File: config.mk
export PLATFORM = sky130hd
export DESIGN_NAME = cycle_sequencer
export DESIGN_NICKNAME = d
export VERILOG_FILES = /design/src/rtl/cycle_sequencer.sv
export SDC_FILE = /design/constraint.sdc
export NUM_CORES = 1
export LEC_CHECK = 0
export BUFFER_PORTS_ARGS = -buffer_cell sky130_fd_sc_hd__buf_2
export CORE_MARGIN = 5
export CORE_UTILIZATION = 65
export DETAILED_ROUTE_END_ITERATION = 16
export PLACE_DENSITY = 0.85
export SLEW_MARGIN = 20
export SYNTH_ARGS = -nofsm -noshare
export SYNTH_HDL_FRONTEND = slang
export SYNTH_SLANG_ARGS = --single-unit
File: constraint.sdc
create_clock -name clk -period 7.65 [get_ports clk]
set_input_delay 0.765 -clock clk [delete_from_list [all_inputs] [get_ports clk]]
set_output_delay 0.765 -clock clk [all_outputs]
set_load 0.01 [all_outputs]
File: src/rtl/cycle_sequencer.sv
// rtl/cycle_sequencer.sv - shared step/PWM sequencer for three trapezoid LED fade channels
module cycle_sequencer #(
    parameter int PWM_INTERVAL     = 1200,
    parameter int INC_DEC_INTERVAL = 5000,
    parameter int HOLD_OFF_INC     = 800,
    parameter int RAMP_INC         = 400,
    parameter int HOLD_ON_INC      = 800,
    parameter int STEP             = 3,
    parameter int OFFSET0          = 0,
    parameter int OFFSET1          = 800,
    parameter int OFFSET2          = 1600
) (
    input  logic        clk,
    input  logic        rst_n,
    input  logic        en,
    input  logic        cfg_valid,
    output logic        cfg_ready,
    input  logic [1:0]  cfg_ch,
    input  logic [11:0] cfg_offset,
    output logic        tick,
    output logic [32:0] duty,
    output logic [2:0]  pwm_out
);

    localparam int P  = HOLD_OFF_INC + 2 * RAMP_INC + HOLD_ON_INC;
    localparam int PW = $clog2(INC_DEC_INTERVAL + 1);

    localparam logic [PW-1:0] PRE_LAST = PW'(INC_DEC_INTERVAL - 1);
    localparam logic [10:0]   PWM_LAST = 11'(PWM_INTERVAL - 1);
    localparam logic [11:0]   HO_END   = 12'(HOLD_OFF_INC);
    localparam logic [11:0]   RU_END   = 12'(HOLD_OFF_INC + RAMP_INC);
    localparam logic [11:0]   HN_END   = 12'(HOLD_OFF_INC + RAMP_INC + HOLD_ON_INC);
    localparam logic [11:0]   P_LAST   = 12'(P - 1);
    localparam logic [11:0]   STEP_W   = 12'(STEP);
    localparam logic [11:0]   DUTY_MAX = 12'(PWM_INTERVAL);
    localparam logic [35:0]   RST_PH   = {12'(OFFSET2 % P), 12'(OFFSET1 % P), 12'(OFFSET0 % P)};

    // Trapezoid shape: hold-off, ramp-up, hold-on, ramp-down; saturated to full duty.
    function automatic logic [10:0] duty_of(input logic [11:0] p);
        logic [11:0] v;
        if (p < HO_END)
            v = '0;
        else if (p < RU_END)
            v = (p - HO_END + 12'd1) * STEP_W;
        else if (p < HN_END)
            v = DUTY_MAX;
        else
            v = (P_LAST - p) * STEP_W;
        if (v > DUTY_MAX)
            v = DUTY_MAX;
        return v[10:0];
    endfunction

    logic [PW-1:0] prescaler;
    logic [10:0]   pwm_cnt;
    logic [11:0]   phase [3];
    logic [11:0]   next_phase [3];
    logic [10:0]   duty_r [3];
    logic          pending;
    logic [1:0]    pend_ch;
    logic [11:0]   pend_off;

    assign tick      = en && (prescaler == PRE_LAST);
    assign cfg_ready = !pending;
    assign duty      = {duty_r[2], duty_r[1], duty_r[0]};

    always_comb begin
        for (int i = 0; i < 3; i++) begin
            if (pending && pend_ch == 2'(i))
                next_phase[i] = pend_off;
            else if (phase[i] == P_LAST)
                next_phase[i] = '0;
            else
                next_phase[i] = phase[i] + 12'd1;
        end
    end

    always_ff @(posedge clk) begin
        if (!rst_n) begin
            prescaler <= '0;
            pwm_cnt   <= '0;
            pwm_out   <= '0;
            pending   <= 1'b0;
            pend_ch   <= '0;
            pend_off  <= '0;
            for (int i = 0; i < 3; i++) begin
                phase[i]  <= RST_PH[12*i +: 12];
                duty_r[i] <= duty_of(RST_PH[12*i +: 12]);
            end
        end else begin
            if (en) begin
                prescaler <= (prescaler == PRE_LAST) ? '0 : prescaler + PW'(1);
                pwm_cnt   <= (pwm_cnt == PWM_LAST) ? '0 : pwm_cnt + 11'd1;
            end
            for (int i = 0; i < 3; i++)
                pwm_out[i] <= en && (pwm_cnt < duty_r[i]);

            // A write is only accepted while nothing is pending, so apply and accept never collide.
            if (tick) begin
                for (int i = 0; i < 3; i++) begin
                    phase[i]  <= next_phase[i];
                    duty_r[i] <= duty_of(next_phase[i]);
                end
                pending <= 1'b0;
            end
            if (cfg_valid && !pending) begin
                pending  <= 1'b1;
                pend_ch  <= cfg_ch;
                pend_off <= (cfg_offset > P_LAST) ? P_LAST : cfg_offset;
            end
        end
    end

endmodule
# [After elaboration in Yosys (flattened, before gate mapping)]
# Memories as Yosys holds them, arrays and structs flattened.
# Index checks and enable logic that the tools add are counted.
[totals] out_inout_bits=38 regBits=42 latchBits=0 ram_bits=69 memories=2 in_bits=18 mem_bits_ro=0 wordCells=125
[memory_table] memory="phase" depth=3 word_bits=12 rd=3 rd_clocked_by_memory_dff=0 wr=3 line_no="56" source="logic [11:0] phase [3];"
[memory_table] memory="duty_r" depth=3 word_bits=11 rd=3 rd_clocked_by_memory_dff=0 wr=3 line_no="58" source="logic [10:0] duty_r [3];"
[op_classes] magnitude_cmp=19 muxes=54 reduce_logical=11 n_shift=0 bitwise=6 n_mul=6 n_eq_ne=7 add_sub_neg=14 div_mod_pow=0
[op_table] cell="$mux W12" count=28
[op_table] cell="$mux W11" count=19
[op_table] cell="$add A12 B1 Y12 const B" count=6
[op_table] cell="$gt A12 B11 Y1 const B" count=6
[op_table] cell="$lt A12 B11 Y1 const B" count=6
[op_table] cell="$mul A12 B2 Y12 const B" count=6
[op_table] cell="$eq A12 B12 Y1 const B" count=3
[op_table] cell="$lt A12 B10 Y1 const B" count=3
[op_table] cell="$sub A12 B10 Y12 const B" count=3
[op_table] cell="$sub A12 B12 Y12 const A" count=3
[op_table] cell="$lt A11 B11 Y1" count=3
[op_table] cell="$add A13 B1 Y13 const B" count=1
[op_table] cell="$eq A13 B13 Y1 const B" count=1
[op_table] cell="$mux W13" count=1
[op_table] cell="$gt A12 B12 Y1 const B" count=1
[op_table] cell="$add A11 B1 Y11 const B" count=1
[op_table] cell="$eq A11 B11 Y1 const B" count=1
[op_table] cell="$logic_and A1 B1 Y1" count=8
[op_table] cell="$mux W1" count=6
[op_table] cell="$or A1 B1 Y1" count=6
[op_table] cell="$eq A2 B1 Y1 const B" count=1
[op_table] cell="$eq A2 B2 Y1 const B" count=1
[op_table] cell="$logic_not A2 Y1" count=1
[op_table] cell="$reduce_bool A2 Y1" count=1
[op_table] cell="$logic_not A1 Y1" count=1

# [Logic depth before layout (Yosys ltp)]
# An unclocked memory read counts as a cell.
[logic_depth] word_depth=16 depth_mapped=25 mapped_depth_nobuf=21

# [Worst setup path after synthesis]
# OpenSTA, ideal clock, no wires.
[synth_path] kind="reg2reg" from="register pending" to="memory duty_r[0][1], data pin" period_less_slack_ns=5.163 setup_time_ns=0.275 path_stages_with_launch=23 slack_ns=2.487 arrival_time_ns=4.888 n_path_buf=5 path_cell_list="dfxtp_1 > buf_4 > or3b_1 > clkbuf_2 > buf_2 > clkbuf_1 > nand2_1 > nor2_1 > a21oi_1 > inv_1 > ha_1 > and2_1 > a2111oi_0 > or2_2 > xnor2_1 > ha_1 > or4b_2 > o211ai_1 > o41a_1 > o211a_1 > and3_1 > buf_6 > nor4_2"
[synth_rtl] item="start, declared" line_no="59" source="logic pending;"
[synth_rtl] item="start signal, assigned" line_no="83" source="pending <= 1'b0;"
[synth_rtl] item="start signal, assigned" line_no="104" source="pending <= 1'b0;"
[synth_rtl] item="start signal, assigned" line_no="107" source="pending <= 1'b1;"
[synth_rtl] item="end, declared" line_no="58"

==> summary.md <==
| Metric | Value |
|---|---|
| CP Launch Type | flip-flop |
| Final hold violation count | 0 |
| First-pass GRT wire length | 46.3 mm |
| DP Wirelength | 21.7 mm |
| Yosys warns | 0 |
| Hold path depth | 2 |
| Gpl congestion | 0.953 |
| Yosys reg bits | 111 |
| Layout filler cell count | 1308 |
| P&R area growth vs syn | 7.23% |
| FMAX | 168 MHz |
| Final Skew | 0.0109 ns |
| Max Transition Viols Final | 0 |
| Tot Pwr | 2360 uW |
| Core area | 16500 sq um |
| Die Height | 139 um |
| Initial antenna violation count | 0 |
| Worst hold path class | flip-flop to flip-flop |
| Gr usage total | 28.7% |
| Sw frac | 41.7% |
| Final core utilization | 70.5% |
| Net Sw Power | 985 uW |
| Post-CTS Hold Buffers | 0 |
| Largest net degree at the start of global routing | 82 |
| Worst flop-to-flop path endpoint | duty_r[0][1] |
| Reg2reg path depth | 18 |
| Port Buf Inserts | 55 |
| Pre-Repair DR Iteration Count | 6 |
| CTS root buf | clkbuf_16 |
| Buf/Inv on CP | 1 |
| Number of synthesized flops with an enable pin | 69 |
| Die Span X | 139 um |
| CP Capture Type | flip-flop |
| CTS clk-pin slew, worst paths | 0.08 ns |
| Initial Util | 65.7% |
| Status | complete, no violations |
| Row cnt | 47 |
| Sequential share of power | 29.5% |
| Commonest non-fill, non-tap cells in the layout | 113 x nor2_1, 110 x ha_1, 94 x nand2_1, 87 x inv_1, 79 x xnor2_1 |
| Syn Inst Count | 1255 |
| CP max stage cell | a2111oi_0 |
| WL/cell | 18.6 um |
| Critical Path AT | 6.05 ns |
| CP Depth | 18 |
| Tmin final | 5.96 ns |
| Relative slew slack | 31.4% |
| Vias per cell | 6.52 |
| Cts bufs inserted | 9 |
| PD cells | 204 nW/um^2 |
| Avg Cell Area, Syn | 8.62 sq um |
| Setup CP Type | flip-flop to flip-flop |
| Total grt overflow | 0 |
| Proportion of layout cells with a drive suffix above 1 | 9.95% |
| Post-synthesis sequential area ratio | 26.9% |
| R2R setup slack | 1.69 ns |
| Period Utilization, post-route | 77.9% |
| Worst Hold Launch | prescaler[12] |
| Leading cell type in the layout, fill and taps excluded | nor2_1 |
| CTS Sinks | 111 |
| VDD IR-drop max | 160 uV |
| Total number of vias | 9880 |
| I/O pin count | 56 |
| Gate power share | 49.4% |
| H-tree levels | 3 |
| Setup Buffers After CTS | 0 |
| LEAKAGE | 0.00501 uW |
| Antenna-violating nets left | 0 |
| Die ar. | 19300 sq um |
| Synth Flop Type | edfxtp_1 |
| Post-synthesis cell area | 10800 sq um |
| Netlist cell types | 88 |
| P_int | 1380 uW |
| CTS tree | yes |
| Setup violators final | 0 |
| Reg2reg start | phase[0][0] |
| Clock power share | 21.2% |
| Initial DRC count | 936 |
| Diodes inserted | 0 |
| WHS Endpoint | prescaler[12] |
| Syn Nets | 1388 |
| Most used cell, CP | ha_1 |
| MaxCap Viol Count | 0 |
| FFs w/ async S/R, synth | 0% |
| CP cell instances | ha_1 > nand4_1 > nor3_1 > nor2_1 > a21oi_1 > inv_1 > ha_1 > and2_1 > a2111oi_0 > or2_2 > xnor2_1 > ha_1 > or4b_2 > o211ai_1 > o41a_1 > o211a_1 > and3_1 > nor4_2 |
| Clk Latency, worst-skew pair | 0.37 ns |
| Highest cell delay on the worst timing path | 0.75 ns |
| Post-route DRC | 0 |
| Crit-path max FO | 8 |
| Setup TNS | 0 ns |
| Worst Setup SP | phase[0][0] |
| CTS max path bufs | 2 |
| Total Routed Length | 28.2 mm |
| Family with the most delay on the worst path | simple AND/OR/NAND/NOR gates |
| Worst-margin pin slew | 1.03 ns |
| Vias in the first global route | 9243 |
| Post-CTS sizing | 0 |
| Unrepaired setup endpoints after global routing | false |
| NumNets Final | 1424 |
| WP data required | 7.74 ns |
## final cells by class
| class | instances | area, sq um | area share [%] |
|---|---|---|---|
| clock buffers | 10 | 250 | 2.16 |
| clock inverters | 6 | 71.3 | 0.615 |
| inverters | 89 | 334 | 2.88 |
| multi-input cells | 1017 | 7420 | 64.0 |
| flip-flops and latches | 111 | 2910 | 25.1 |
| well taps | 220 | 275 | 2.37 |
| repair buffers | 63 | 335 | 2.89 |
## synth_stat cells (27+ instances only)
cell,number,area (sq um)
dfxtp_1,42,841
inv_1,87,327
xor2_1,42,368
edfxtp_1,69,2070
a21oi_1,64,320
xnor2_1,79,692
a21o_1,42,315
nand3_1,33,165
nor3_1,31,155
o21ai_0,31,155
nand2_1,95,357
nor2_1,113,424
clkbuf_1,27,101
ha_1,110,1380
## per-layer routing
metal	part of all wire [%]	wire length, um	global-route usage [%]
met5	0	0	0
met1	43	12300	40.0
met3	8.4	2380	4.72
met4	2.8	782	8.34
met2	45	12800	46.2
## worst reg2reg max path, stage by stage (launching register included)
cell	delay, ns
edfxtp_1	0.42
ha_1	0.25
nand4_1	0.31
nor3_1	0.43
nor2_1	0.09
a21oi_1	0.44
inv_1	0.18
ha_1	0.24
and2_1	0.19
a2111oi_0	0.75
or2_2	0.26
xnor2_1	0.07
ha_1	0.42
or4b_2	0.61
o211ai_1	0.13
o41a_1	0.17
o211a_1	0.22
and3_1	0.42
nor4_2	0.10
## flip-flops by register name (all words and copies together) (netlist names)
register	flops
duty_r	33
pend_ch	2
pend_off	12
pending	1
phase	36
prescaler	13
pwm_cnt	11
pwm_out	3
## through the flow
stage / hold slack, ns / setup slack [ns] / instances / instance area (sq um)
after detailed placement: 0.514 / 1.82 / 1500 / 11300
after global placement: 0.499 / 2.04 / 1500 / 11300
after CTS: 0.543 / 1.80 / 1516 / 11600
after global routing: 0.586 / 1.26 / 1516 / 11600
final: 0.540 / 1.69 / 1516 / 11600
after floorplan: 0.462 / 2.49 / 1255 / 10800
## worst max-delay path by stage
stage | end | slack [ns]
finish | duty_r[0][1] | 1.69
global placement | duty_r[0][1] | 2.04
floorplan | duty_r[0][1] | 2.49
detailed placement | duty_r[0][1] | 1.82
CTS | duty_r[0][1] | 1.80
global route | duty_r[0][1] | 1.26
## cells by family (layout without fill, tap and decap cells)
kind of cell,after synthesis,in the layout,share of synthesized area [%]
adder cells (fa/ha/maj),118,118,13.9
AO/OA/AOI/OAI,327,327,22.2
XOR/XNOR,122,122,10.0
buffers and inverters,127,168,4.67
AND/OR/NAND/NOR,432,432,20.6
flip-flops,111,111,26.9
multiplexers,18,18,1.69
## power by group through the flow
stage	Combinational (uW)	Sequential (uW)	Clock, uW
after floorplan	918	701	0
after global placement	1100	708	0
after detailed placement	1130	709	0
after CTS	1140	696	506
after global routing	1280	701	530
final	1170	697	500
No activity file was read; power rests on OpenSTA's default activity.
